File: src/rtl/sys_reset_sequencer.sv
// Ordered multi-channel reset sequencer: holds every channel after a trigger, then releases
// channels in index order, pacing each release on the previous channel's ack or a timeout.
module sys_reset_sequencer #(
  parameter int unsigned CHANNELS       = 4,
  parameter int unsigned HOLD_CYCLES    = 16,
  parameter int unsigned STAGGER_CYCLES = 8,
  parameter int unsigned ACK_TIMEOUT    = 64,
  parameter int unsigned SYNC_STAGES    = 2
) (
  input  logic                g_clk,
  input  logic                g_resetn,
  input  logic                ext_reset,
  input  logic                sw_reset_req,
  input  logic [CHANNELS-1:0] chan_ack,
  output logic [CHANNELS-1:0] rst_n,
  output logic                seq_busy,
  output logic [1:0]          reset_cause,
  output logic [CHANNELS-1:0] timeout_err
);

  localparam int unsigned MAXC = (HOLD_CYCLES > ACK_TIMEOUT) ? HOLD_CYCLES : ACK_TIMEOUT;
  localparam int unsigned CW   = $clog2(MAXC + 1);
  localparam int unsigned IW   = (CHANNELS > 1) ? $clog2(CHANNELS) : 1;

  localparam logic [1:0] CAUSE_POR = 2'd0;
  localparam logic [1:0] CAUSE_EXT = 2'd1;
  localparam logic [1:0] CAUSE_SW  = 2'd2;

  // The release itself happens on the HOLD->WAIT / WAIT->WAIT transition edge,
  // so no separate release state needs a cycle of its own.
  typedef enum logic [1:0] {
    ST_HOLD,
    ST_WAIT,
    ST_RUN
  } state_t;

  state_t                 state_q, state_d;
  logic [CW-1:0]          cnt_q, cnt_d;
  logic [IW-1:0]          idx_q, idx_d, idx_nxt;
  logic [CHANNELS-1:0]    rstn_q, rstn_d;
  logic                   busy_q, busy_d;
  logic [1:0]             cause_q, cause_d;
  logic [CHANNELS-1:0]    terr_q, terr_d;
  logic [SYNC_STAGES-1:0] sync_q;
  logic                   ext_sync, trigger, ack_ok, tmo;

  assign ext_sync = sync_q[SYNC_STAGES-1];
  assign trigger  = ext_sync | sw_reset_req;
  assign idx_nxt  = idx_q + IW'(1);

  always_ff @(posedge g_clk or negedge g_resetn) begin
    if (!g_resetn) begin
      state_q <= ST_HOLD;
      cnt_q   <= '0;
      idx_q   <= '0;
      rstn_q  <= '0;
      busy_q  <= 1'b1;
      cause_q <= CAUSE_POR;
      terr_q  <= '0;
      sync_q  <= '0;
    end else begin
      state_q <= state_d;
      cnt_q   <= cnt_d;
      idx_q   <= idx_d;
      rstn_q  <= rstn_d;
      busy_q  <= busy_d;
      cause_q <= cause_d;
      terr_q  <= terr_d;
      sync_q  <= {sync_q[SYNC_STAGES-2:0], ext_reset};
    end
  end

  always_comb begin
    state_d = state_q;
    cnt_d   = cnt_q;
    idx_d   = idx_q;
    rstn_d  = rstn_q;
    cause_d = cause_q;
    terr_d  = terr_q;
    ack_ok  = 1'b0;
    tmo     = 1'b0;

    if (trigger) begin
      state_d = ST_HOLD;
      cnt_d   = '0;
      idx_d   = '0;
      rstn_d  = '0;
      terr_d  = '0;
      cause_d = ext_sync ? CAUSE_EXT : CAUSE_SW;
    end else begin
      unique case (state_q)
        ST_HOLD: begin
          if (cnt_q == CW'(HOLD_CYCLES - 1)) begin
            rstn_d[0] = 1'b1;
            idx_d     = '0;
            cnt_d     = '0;
            state_d   = ST_WAIT;
          end else begin
            cnt_d = cnt_q + CW'(1);
          end
        end
        ST_WAIT: begin
          ack_ok = (cnt_q >= CW'(STAGGER_CYCLES - 1)) && chan_ack[idx_q];
          tmo    = (cnt_q == CW'(ACK_TIMEOUT - 1));
          if (ack_ok || tmo) begin
            if (!ack_ok) terr_d[idx_q] = 1'b1;
            if (idx_q < IW'(CHANNELS - 1)) begin
              rstn_d[idx_nxt] = 1'b1;
              idx_d           = idx_nxt;
              cnt_d           = '0;
            end else begin
              state_d = ST_RUN;
            end
          end else begin
            cnt_d = cnt_q + CW'(1);
          end
        end
        ST_RUN: ;
        default: state_d = ST_HOLD;
      endcase
    end

    busy_d = ~&rstn_d;
  end

  assign rst_n       = rstn_q;
  assign seq_busy    = busy_q;
  assign reset_cause = cause_q;
  assign timeout_err = terr_q;

endmodule
File: config.mk
export PLATFORM = sky130hd
export DESIGN_NAME = sys_reset_sequencer
export DESIGN_NICKNAME = d
export VERILOG_FILES = /design/src/rtl/sys_reset_sequencer.sv
export SDC_FILE = /design/constraint.sdc
export NUM_CORES = 1
export LEC_CHECK = 0
export BUFFER_PORTS_ARGS = -buffer_cell sky130_fd_sc_hd__clkbuf_2
export CAP_MARGIN = 20
export CORE_MARGIN = 2
export CORE_UTILIZATION = 55
export CTS_CLUSTER_SIZE = 20
export DETAILED_ROUTE_END_ITERATION = 8
export PLACE_DENSITY = 0.8
export RECOVER_POWER = 50
export SYNTH_ARGS = -nofsm -noshare
export SYNTH_HDL_FRONTEND = slang
export SYNTH_SLANG_ARGS = --single-unit
export TNS_END_PERCENT = 30
File: constraint.sdc
create_clock -name g_clk -period 2.5 [get_ports g_clk]
set_clock_uncertainty 0.05 [all_clocks]
set_input_delay 0.125 -clock g_clk [delete_from_list [all_inputs] [get_ports g_clk]]
set_output_delay 0.125 -clock g_clk [all_outputs]
set_load 0.05 [all_outputs]
# Word level (Yosys, flattened, before mapping)
# Cells that the tools add are included.
# word_totals
reg_bits,24
wordCells,76
output_inout_bits,11
inputBits,8
# classes
n_addsub,2
bitwise_logic,3
n_reduce_logical,14
order_cmp,6
n_eq_ne,11
mux,32
# ops
operator,n
$mux 4,7
$mux 7,4
$mux 2,9
$pmux 7 s2,1
$ne 3x3->1 const B,4
$reduce_and 4->1,3
$or 4x4->4,2
$add 7x1->7 const B,1
$eq 7x4->1 const B,1
$eq 7x6->1 const B,1
$ge 7x3->1 const B,1
$lt 2x3->1 const B,2
$pmux 2 s3,1
$demux 1 s2,2
$ge 2x1->1 const B,2
$mux 1,4
$ne 2x2->1 const B,2
$ne 4x4->1 const B,1
$pmux 2 s2,1
$reduce_bool 2->1,2
$logic_and 1x1->1,3
$mux 3,1
$reduce_and 3->1,1
$reduce_bool 3->1,1
other kinds (11),11

# Longest topological paths before layout
# logic_depth
depth_word,12
mapped_depth,8

# Least setup slack after synthesis
# Ideal clock, no wire load.
# synth_timing
path_kind,reg-to-reg
from,register cnt_q[0]
to,register cnt_q[3]
path_stages_with_launch,9
path_buffers,1
t_arrival_ns,1.887
path_slack_ns,0.439
path_cell_list,dfrtp_1 > ha_1 > a21o_1 > a211o_1 > a31o_1 > buf_6 > nand3_1 > a21oi_2 > a211o_1
# synth_between
elab_chain_len,6
# synth_lines
element,line_no,source
from (decl),38,"logic [CW-1:0] cnt_q, cnt_d;"
from (signal assigned),63,cnt_q <= cnt_d;
$ge 7x3->1,103,ack_ok = (cnt_q >= CW'(STAGGER_CYCLES - 1)) && chan_ack[idx_q];
$logic_and 1x1->1,103,
$logic_or 1x1->1,105,if (ack_ok || tmo) begin
$mux 7,105,
$pmux 7 s2,91,unique case (state_q)
$mux 7,83,if (trigger) begin
# Parallel ways exist; a longest one is shown, timed or not.
# A chain may end at the register's enable or synchronous reset.

# Worst setup path after layout
# layout_timing
from,register cnt_q[0]
to,register busy_q (netlist: seq_busy)
# layout_between
elab_chain_len,8
# layout_lines
element,line_no,source
$ge 7x3->1,103,
$logic_and 1x1->1,103,
$logic_or 1x1->1,105,
$mux 4,105,
$pmux 1 s2 / $mux 3 (equally long branches),91,
$mux 4 (*),83,
$reduce_and 4->1 (*),123,busy_d = ~&rstn_d;
$logic_not 1->1 (*),123,
net busy_d,41,"logic busy_q, busy_d;"
to (signal assigned),66,busy_q <= busy_d;
to (decl),41,
# Mark *: on every way through the listed nets, which the timed path passes. The rest lies on a longest branch.

==> flow_summary.toml <==
[clock_network]
cts_setup_buffers = 0
cts.sinks = 24
cts.clk_slew.worst_paths_ns = 0.13
root_buffer = "clkbuf_4"
cts_buffer_depth = 2
clk_latency_ns = 0.31
cts_resized = 0
cts_tree = "built"
cts_hold_buf = 2
cts_htree_levels = 1
cts_made_buffers = 3

[power]
p_sw_w = 0.0001438
p_comb_frac = 0.057
power_density_nw_per_um2 = 509.8
clkPwrFrac = 0.386
p_sw_frac = 0.2018
leakage_nw = 0.6506
ir_drop_mv = 0.3914
pwr-share-seq = 0.558
p_int_w = 0.0005688

[global_routing]
overflow = 0
grt_use_total = 0.1996
grt_first_pass_wirelength_mm = 3.939
grt_start_max_net_pins = 25
antenna_found_initial = 0
grt_pass1_vias = 921

[timing]
rsz0062_at_grt = "no"
max_freq_mhz = 422.3
drv_slew = 0
setup_tns_ns = 0
worst_pin_slew_ns = 1.268
period_share = 0.9472
setup_ws_ns = 0.1320
relSlewSlack = 0.1547
period_minus_slack_ns = 2.368
final_hold_viol_count = 0
setup_viol = 0

[critical_path]
path_class = "flip-flop to flip-flop"
ff2ff_path_depth = 7
r2r_end = "seq_busy"
max_stage_delay_ns = 0.54
critPathArrivalTime_ns = 2.56
cp_max_fo = 12
path_cells = "ha_1 > a21o_1 > a211o_1 > a31o_1 > nand3_1 > a32oi_1 > or4b_1"
cp_data_required_time_ns = 2.69
crit_slowest_cell = "or4b_1"
crit_path_end_kind = "flip-flop"
timing.rr.start = "cnt_q[0]"
rrSetupSlack_ns = 0.13
start_kind = "flip-flop"

[worst_hold_path]
hold_depth = 3
hold_end = "reset_cause[1]"
hold_class = "input pin to flip-flop"
hold_path.startpoint = "sw_reset_req"

[synth]
syn_area_um2 = 1227
yosys-top-cells-area = "dfrtp_1 (47%), ha_1 (6.1%), nor2_1 (4.6%)"
ys_types = 36
synth_top_area_frac = 0.4689
syn_nets = 136
synth_seq_area_share = 0.4903
avgSynthCellArea_um2 = 10.06
synth_cells = 122
synth_seq_cells = 24
yosys_warnings = 0
yosys.area.top_type = "dfrtp_1"

[placed_design]
dp_slack_ns = 0.1680
gp_congestion = 0.8367
io_buffers = 18
dp_hpwl_mm = 1.677
place_inst = 164

[final_layout]
diodes = 0
finalNonFillerCells = 170
fillers = 177
final_util = 0.6442
nets = 157
area.growth.synth_to_final_pct = 13.86
mostFrequentLayoutCells = "dfrtp_1 (23), clkbuf_2 (16), nor2_1 (15)"
drive_gt1_frac = 0.2183
layout_commonest_cell = "dfrtp_1"

[status]
status = "finished, final reports clean"

[drt]
route.detailed.drc = 0
routed_wl_mm = 2.323
vias = 961
dr.pass1.iters = 4
avgViaCountPerCell = 5.653
dr.first_iter.drc_count = 9
avgRoutedWirePerCell_um = 13.66
drtAntennaViolNets = 0

[floorplan]
num_io_pins = 19
rows = 17
die_h_um = 51.24
die_x_um = 51.24
die_area_um2 = 2626
coreArea_um2 = 2170
initial_core_util = 0.5657

[flow_run]
max-cap-violations = 0
-- layout make-up --
type / instances / area, µm² / area share
Multi-Input combinational cell: 90 / 585.6 / 0.4190
Tap cell: 28 / 35.03 / 0.02507
Sequential cell: 24 / 601.8 / 0.4306
Clock inverter: 1 / 30.03 / 0.02149
Inverter: 4 / 15.01 / 0.01074
Clock buffer: 3 / 22.52 / 0.01611
Timing Repair Buffer: 20 / 107.6 / 0.07699
-- cell usage after synthesis --
| library cell | count |
|---|---|
| dfrtp_1 | 23 |
| mux2_2 | 1 |
| mux2i_1 | 2 |
| o21ai_0 | 1 |
| and2b_2 | 2 |
| a21oi_4 | 1 |
| a21o_1 | 3 |
| nor3_1 | 3 |
| nand3b_1 | 1 |
| a22o_1 | 1 |
| or4b_1 | 1 |
| a21oi_1 | 11 |
| nand2b_1 | 1 |
| nand3_1 | 9 |
| dfstp_2 | 1 |
| nor3b_1 | 2 |
| a31oi_1 | 1 |
| or3_4 | 1 |
| buf_6 | 1 |
| nor2b_1 | 1 |
| a211oi_1 | 1 |
| and3_1 | 2 |
| a311oi_1 | 3 |
| a32oi_1 | 2 |
| inv_1 | 4 |
| or3_1 | 1 |
| nor2_4 | 1 |
| or2_2 | 2 |
| buf_2 | 2 |
| a211o_1 | 2 |
| nor2_1 | 15 |
| a21oi_2 | 2 |
| nand2_1 | 10 |
| ha_1 | 6 |
| clkbuf_1 | 1 |
| a31o_1 | 1 |
-- worst max path at each step --
stage | from | end | slack [ns] | cells past startpoint
final | cnt_q[0] | seq_busy | 0.13 | 7
after global routing | cnt_q[0] | seq_busy | 0.004 | 6
after CTS | cnt_q[0] | seq_busy | 0.16 | 7
after detailed placement | cnt_q[0] | seq_busy | 0.17 | 7
after global placement | cnt_q[0] | seq_busy | 0.23 | 7
after floorplan | cnt_q[0] | cnt_q[3] | 0.44 | 8
-- worst max-delay path: cells and delay by family (launching register included) --
kind | cells | cell delay [ns]
compound gates | 4 | 0.88
simple gates | 2 | 0.69
flops | 1 | 0.44
fa+ha+maj | 1 | 0.25
-- per-layer routing --
layer / track usage / up-vias / part of all wire
li1: - / 471 / -
met1: 0.2620 / 471 / 0.46
met2: 0.3398 / 15 / 0.50
met3: 0.01754 / 4 / 0.026
met4: 0.08333 / 0 / 0.0090
met5: 0 / - / 0
-- per-stage QoR --
step	power, W	hold WS [ns]	area [µm²]
after floorplan	0.0004246	-0.2206	1227
after global placement	0.0004425	0.09616	1328
after detailed placement	0.0004438	0.1110	1328
after CTS	0.0007195	0.02840	1400
after global routing	0.0007369	0.05865	1398
final	0.0007125	0.03422	1398
-- registers in the layout, indices dropped and copies added (netlist names) --
register / cells
cnt_q: 7
seq_busy: 1
reset_cause: 2
timeout_err: 4
rst_n: 4
state_q: 2
idx_q: 2
sync_q: 2
-- logic make-up after synthesis --
group	count (synthesis)	share of synthesized area
simple gates	52	0.2202
fa+ha+maj	6	0.06116
mux	3	0.02548
compound gates	29	0.1703
buf+inv	8	0.03261
flops	24	0.4903
-- power groups by stage --
stage,Clock [W],Sequential (W),Combinational [W]
after detailed placement,0,0.000405,0.0000391
after global routing,0.000293,0.000398,0.0000451
after CTS,0.000280,0.000397,0.0000417
final,0.000275,0.000397,0.0000405
after floorplan,0,0.000412,0.0000125
after global placement,0,0.000404,0.0000382
No activity file was read; power rests on OpenSTA's default activity.
